$ cat src/rtl/dense_argmax_classifier.sv
// -----------------------------------------------------------------------------
// dense_argmax_classifier
//
// Fully-connected classifier layer followed by an arg-max. The feature vector
// is captured on an accepted start. Each class score is accumulated LANES
// products per cycle. The sum is rescaled by FRAC_BITS, biased and saturated
// to DATA_WIDTH. The block then reports the best class, its score and whether
// any class clamped.
//
// Ports
//   clk          rising-edge clock
//   rst_n        asynchronous active-low reset
//   start        single-cycle request, sampled only while idle
//   in_vec[]     signed features, captured on accepted start
//   wt[]         signed weights, class c element n at c*IN_LEN+n, stable while busy
//   bias[]       signed per-class bias (same Q format), stable while busy
//   busy         high from accepted start through the done cycle
//   done         one-cycle pulse, result valid
//   class_idx    arg-max class index
//   class_score  saturated score of class_idx
//   sat_flag     some class score clamped during this inference
//   dbg_state    current FSM state (0 idle, 1 mac, 2 done)
//
// Handshake: start is honoured only in IDLE and is never queued. Exactly
// NUM_CLASS*K cycles after the accepting edge, done pulses for one cycle and
// busy falls with it. All outputs come straight from registers.
// -----------------------------------------------------------------------------
module dense_argmax_classifier #(
   parameter int IN_LEN     = 16,
   parameter int NUM_CLASS  = 6,
   parameter int DATA_WIDTH = 8,
   parameter int FRAC_BITS  = 4,
   parameter int LANES      = 4
) (
   input  logic                                clk,
   input  logic                                rst_n,
   input  logic                                start,
   input  logic signed [DATA_WIDTH-1:0]        in_vec [0:IN_LEN-1],
   input  logic signed [DATA_WIDTH-1:0]        wt     [0:NUM_CLASS*IN_LEN-1],
   input  logic signed [DATA_WIDTH-1:0]        bias   [0:NUM_CLASS-1],
   output logic                                busy,
   output logic                                done,
   output logic [$clog2(NUM_CLASS)-1:0]        class_idx,
   output logic signed [DATA_WIDTH-1:0]        class_score,
   output logic                                sat_flag,
   output logic [1:0]                          dbg_state
);

   localparam int K     = IN_LEN / LANES;
   localparam int ACC_W = 2*DATA_WIDTH + $clog2(IN_LEN) + 1;
   localparam int IDX_W = $clog2(NUM_CLASS);
   localparam int PW    = 2*DATA_WIDTH;
   localparam int KW    = (K > 1) ? $clog2(K) : 1;
   localparam int FI_W  = (IN_LEN > 1) ? $clog2(IN_LEN) : 1;
   localparam int WI_W  = $clog2(NUM_CLASS*IN_LEN);

   localparam logic [KW-1:0]    K_LAST = KW'(K-1);
   localparam logic [IDX_W-1:0] C_LAST = IDX_W'(NUM_CLASS-1);
   // Clamp limits, held at accumulator width so the compare is exact.
   localparam logic signed [ACC_W-1:0] S_MAX = ACC_W'((1 << (DATA_WIDTH-1)) - 1);
   localparam logic signed [ACC_W-1:0] S_MIN = ~S_MAX;

   typedef enum logic [1:0] {
      S_IDLE = 2'd0,
      S_MAC  = 2'd1,
      S_DONE = 2'd2
   } state_t;

   state_t r_state;
   state_t w_next;

   logic signed [DATA_WIDTH-1:0] r_feat [0:IN_LEN-1];
   logic [IDX_W-1:0]             r_c;
   logic [KW-1:0]                r_k;
   logic signed [ACC_W-1:0]      r_acc;
   logic signed [DATA_WIDTH-1:0] r_max;
   logic [IDX_W-1:0]             r_idx;
   logic                         r_sticky;
   logic                         r_busy;
   logic                         r_done;
   logic [IDX_W-1:0]             r_class_idx;
   logic signed [DATA_WIDTH-1:0] r_class_score;
   logic                         r_sat_flag;

   logic [31:0]                  w_fi;
   logic [31:0]                  w_wi;
   logic signed [PW-1:0]         w_prod;
   logic signed [ACC_W-1:0]      w_sum;
   logic signed [ACC_W-1:0]      w_shift;
   logic signed [ACC_W-1:0]      w_score_full;
   logic signed [DATA_WIDTH-1:0] w_bias_c;
   logic signed [DATA_WIDTH-1:0] w_score;
   logic                         w_clamp;
   logic                         w_take;
   logic                         w_last_chunk;
   logic                         w_last_class;

   assign w_last_chunk = (r_k == K_LAST);
   assign w_last_class = (r_c == C_LAST);

   // ---------------- FSM ----------------
   always_ff @(posedge clk or negedge rst_n) begin
      if (!rst_n) r_state <= S_IDLE;
      else        r_state <= w_next;
   end

   always_comb begin
      w_next = r_state;
      case (r_state)
         S_IDLE:  if (start) w_next = S_MAC;
         S_MAC:   if (w_last_chunk && w_last_class) w_next = S_DONE;
         S_DONE:  w_next = S_IDLE;
         default: w_next = S_IDLE;
      endcase
   end

   // ---------------- MAC datapath ----------------
   // One chunk of LANES products is added to the running sum each cycle.
   always_comb begin
      w_fi   = '0;
      w_wi   = '0;
      w_prod = '0;
      w_sum  = r_acc;
      for (int l = 0; l < LANES; l++) begin
         w_fi   = 32'(r_k) * LANES + 32'(l);
         w_wi   = 32'(r_c) * IN_LEN + w_fi;
         w_prod = r_feat[w_fi[FI_W-1:0]] * wt[w_wi[WI_W-1:0]];
         w_sum  = w_sum + {{(ACC_W-PW){w_prod[PW-1]}}, w_prod};
      end
   end

   // Arithmetic shift truncates toward -inf; the bias is already in output Q format.
   assign w_bias_c     = bias[r_c];
   assign w_shift      = w_sum >>> FRAC_BITS;
   assign w_score_full = w_shift + {{(ACC_W-DATA_WIDTH){w_bias_c[DATA_WIDTH-1]}}, w_bias_c};

   always_comb begin
      w_clamp = 1'b0;
      w_score = w_score_full[DATA_WIDTH-1:0];
      if (w_score_full > S_MAX) begin
         w_score = S_MAX[DATA_WIDTH-1:0];
         w_clamp = 1'b1;
      end else if (w_score_full < S_MIN) begin
         w_score = S_MIN[DATA_WIDTH-1:0];
         w_clamp = 1'b1;
      end
   end

   // Strict compare, so the lowest index wins a tie. Class 0 always seeds the max.
   assign w_take = (r_c == '0) || (w_score > r_max);

   always_ff @(posedge clk or negedge rst_n) begin
      if (!rst_n) begin
         r_feat        <= '{default: '0};
         r_c           <= '0;
         r_k           <= '0;
         r_acc         <= '0;
         r_max         <= '0;
         r_idx         <= '0;
         r_sticky      <= 1'b0;
         r_busy        <= 1'b0;
         r_done        <= 1'b0;
         r_class_idx   <= '0;
         r_class_score <= '0;
         r_sat_flag    <= 1'b0;
      end else begin
         case (r_state)
            S_IDLE: begin
               if (start) begin
                  r_feat <= in_vec;
                  r_c    <= '0;
                  r_k    <= '0;
                  r_acc  <= '0;
                  r_busy <= 1'b1;
               end
            end
            S_MAC: begin
               if (w_last_chunk) begin
                  r_acc    <= '0;
                  r_k      <= '0;
                  r_c      <= w_last_class ? '0 : r_c + IDX_W'(1);
                  r_max    <= w_take ? w_score : r_max;
                  r_idx    <= w_take ? r_c : r_idx;
                  r_sticky <= r_sticky | w_clamp;
                  // The result registers load on the same edge that raises done,
                  // so the final class is folded in here, not from r_max.
                  if (w_last_class) begin
                     r_class_idx   <= w_take ? r_c : r_idx;
                     r_class_score <= w_take ? w_score : r_max;
                     r_sat_flag    <= r_sticky | w_clamp;
                     r_done        <= 1'b1;
                  end
               end else begin
                  r_acc <= w_sum;
                  r_k   <= r_k + KW'(1);
               end
            end
            S_DONE: begin
               r_done   <= 1'b0;
               r_busy   <= 1'b0;
               r_c      <= '0;
               r_k      <= '0;
               r_acc    <= '0;
               r_max    <= '0;
               r_idx    <= '0;
               r_sticky <= 1'b0;
            end
            default: begin
               r_done <= 1'b0;
               r_busy <= 1'b0;
            end
         endcase
      end
   end

   assign busy        = r_busy;
   assign done        = r_done;
   assign class_idx   = r_class_idx;
   assign class_score = r_class_score;
   assign sat_flag    = r_sat_flag;
   assign dbg_state   = r_state;

endmodule
$ cat config.mk
export PLATFORM = sky130hd
export DESIGN_NAME = dense_argmax_classifier
export DESIGN_NICKNAME = d
export VERILOG_FILES = /design/src/rtl/dense_argmax_classifier.sv
export SDC_FILE = /design/constraint.sdc
export NUM_CORES = 1
export LEC_CHECK = 0
export CORE_AREA = 2 2 374 376
export DETAILED_ROUTE_END_ITERATION = 10
export DIE_AREA = 0 0 376 378
export PLACE_DENSITY = 0.46
export SETUP_SLACK_MARGIN = 0.3
export SYNTH_ARGS = -nofsm -noshare
export SYNTH_HDL_FRONTEND = slang
export SYNTH_SLANG_ARGS = --single-unit
export TNS_END_PERCENT = 20
$ cat constraint.sdc
create_clock -name clk -period 16.8 [get_ports clk]
set_input_delay 3.36 -clock clk [delete_from_list [all_inputs] [get_ports clk]]
set_output_delay 3.36 -clock clk [all_outputs]
set_load 0.1 [all_outputs]
==> results.cfg <==
[setup_path]
worstSetupEndpointType = flip-flop
cp.arrival_ps = 16200
cp_common_cell = fa_1
cp_max_fo = 8
start_kind = input pin
slowest_stage = mux4_2
r2r_cells = 48
r2r_start = r_c[1]
slowest_delay_ps = 640
r2r_end = r_max[4]
crit_start = wt[613]
worstSetupPathType = input pin to flip-flop
crit_required_ps = 17190
r2r_setup_slack_ps = 2520

[yosys]
syn-cell-area_um2 = 27200
synthCells = 2498
netlist_top_cells_count = inv_1 (390), fa_1 (280), mux4_2 (242)
synth_top_area_share = 0.206
syn_nets = 3888
postSynthAreaPerCell_um2 = 10.9
synth-seq-area-share = 0.167
synth.yosys.warnings = 0
synth.most_common_cell = inv_1
ys_seq_elements = 182
synth_cell_type_count = 73
synth_top_area_cell = fa_1
synth_flop_cell = dfrtp_1
synth_edf_count = 0
synth-async-reset-ratio = 1.00
ys_top_cells_by_area = fa_1 (21%), mux4_2 (20%), dfrtp_1 (17%)

[route]
dr.pass1.iters = 5
antenna_left = 0
vias = 24100
wire_per_inst_um = 29.4
remaining_drc_errors = 0
drt-initial-drc-count = 1709
via_per_inst = 4.54
wirelength_um = 156000

[sta]
worst_pin_slew_ps = 1150
fin_tns_setup_ps = 0
finalClockSkew_ps = 37.1
hold_violations = 0
worst_slack_ps = 992
max_slew_margin = 0.224
fin_crit_sh = 0.941
slew_viol_final = 0
fmax_mhz = 63.3
min_period_ps = 15810
finalSetupViolations = 0
rsz0062_at_grt = false

[cts]
postCtsSetupBuffers = 0
cts.sinks = 182
h-tree-depth = 4
clk_latency_ps = 530
clkTransAtPathRegs_ps = 80
root_buffer = clkbuf_16
numCtsBuffers = 17
cts-hold-fix-buffers = 0
cts_buffer_depth = 2
cts_tree = done

[worst_hold_path]
min-delay-start = class_score[3]
hold_path.class = flip-flop to flip-flop
hold_end = class_score[3]
min_path_cells = 2

[floorplanning]
ios = 963
die_h_um = 378
initial_core_util = 0.196
core_area_um2 = 139000
rows = 137
die_w_um = 376
die-area_um2 = 142000

[global_routing]
grt_pass1_vias = 25200
antenna_found_initial = 91
overflow = 0
grt_max_degree = 73
grt_pass1_wl_um = 210000
track_usage = 0.217

[flow_run]
cap_violations = 0

[placed_design]
place_congestion = 0.940
pre_cts_slack_ps = 414
dpl.hpwl_um = 139000
place_inst = 5250
portBuffers = 962

[final_layout]
layout.cells.non_filler = 5314
nNetsFinal = 4852
drive_above_1_share = 0.162
final_util = 0.289
areaGrowthSynthToFinish_pct = 47.3

[outcome]
status = completed
-- final cells by class --
type,count,area (µm²)
Multi-Input combinational cell,1815,20800
Antenna cell,32,80.1
Clock inverter,15,165
Fill cell,14600,98400
Clock buffer,17,425
Sequential cell,182,4570
Inverter,392,1470
Timing Repair Buffer,1054,10400
Tap cell,1807,2260
-- sequential cells by signal, indices dropped and copies added (netlist names), 2 cells and up --
signal,flops
r_feat,128
r_acc,21
class_score,8
r_max,8
class_idx,3
r_c,3
r_idx,3
dbg_state,2
r_k,2
-- cell families (layout without fill, tap and decap cells) --
kind of cell             after synthesis  after routing  synth area share
adder cells (fa/ha/maj)              443            443             0.281
flip-flops                           182            182             0.167
multiplexers                         463            463             0.289
other                                  0             32                 0
XOR/XNOR                              97             97            0.0317
AND/OR/NAND/NOR                      509            509            0.0876
buffers and inverters                501           1478            0.0712
AO/OA/AOI/OAI                        303            303            0.0726
-- placed cells by master (no fill, tap or decap), types with 6 or more instances in the layout --
master,netlist,routed
clkdlybuf4s50_1,0,961
inv_1,390,389
fa_1,280,280
mux4_2,242,242
dfrtp_1,182,179
nor2_1,176,176
ha_1,163,163
mux2_2,154,154
nand2_1,149,148
buf_4,5,89
xnor2_1,84,84
a21oi_1,83,80
mux2i_1,67,67
nor2b_1,57,57
o21ai_0,58,57
nand2b_1,40,40
diode_2,0,32
o21ai_1,28,27
a22o_1,23,23
nor3_1,19,19
o21a_1,18,18
clkbuf_16,0,17
a21o_1,14,14
and2_1,13,13
or2_2,12,12
xor2_1,12,12
nand3_1,9,9
o21bai_1,9,9
and3_1,8,7
a221o_1,7,7
or3_1,6,6
a211oi_1,6,6
a31oi_1,6,6
o22ai_1,6,6
-- metrics by stage --
step                instance area [µm²]  hold slack [ps]
global route                      40000              514
CTS                               40000              483
floorplan                         27200              466
finish                            40100              474
detailed placement                39400              464
global placement                  39400              462
-- routing by layer --
layer / vias up / part of all wire / global-route usage
met4: 50 / 0.013 / 0.0377
met1: 12400 / 0.43 / 0.280
li1: 10600 / - / -
met2: 905 / 0.47 / 0.358
met3: 143 / 0.083 / 0.0673
met5: - / 0.0021 / 0.0120
-- how the worst max path moves through the flow --
stage                to  slack (ps)  depth (start not counted)
6_report       r_max[4]         990                         48
5_1_grt        r_max[4]         310                         48
4_1_cts        r_max[4]         930                         51
3_5_place_dp   r_max[3]         410                         51
3_3_place_gp   r_max[4]         430                         49
2_1_floorplan  r_max[1]        1380                         52
-- worst max-delay path: cells and delay by family --
| kind | cells | cell delay [ps] |
|---|---|---|
| AOI/OAI and AO/OA | 11 | 2440 |
| xor gates and xnor gates | 2 | 210 |
| adders and majority gates | 11 | 4610 |
| buffers and inverters | 9 | 1430 |
| muxes | 3 | 1510 |
| and+or+nand+nor | 12 | 2580 |
-- repair_timing --
item	in CTS	in global routing
endpoints found under the hold margin	0	0
resized for setup	0	6
setup endpoints to repair	0	17
Power is not shown: default switching activity piles up to over one toggle a cycle in this logic, so the estimate is an artifact.
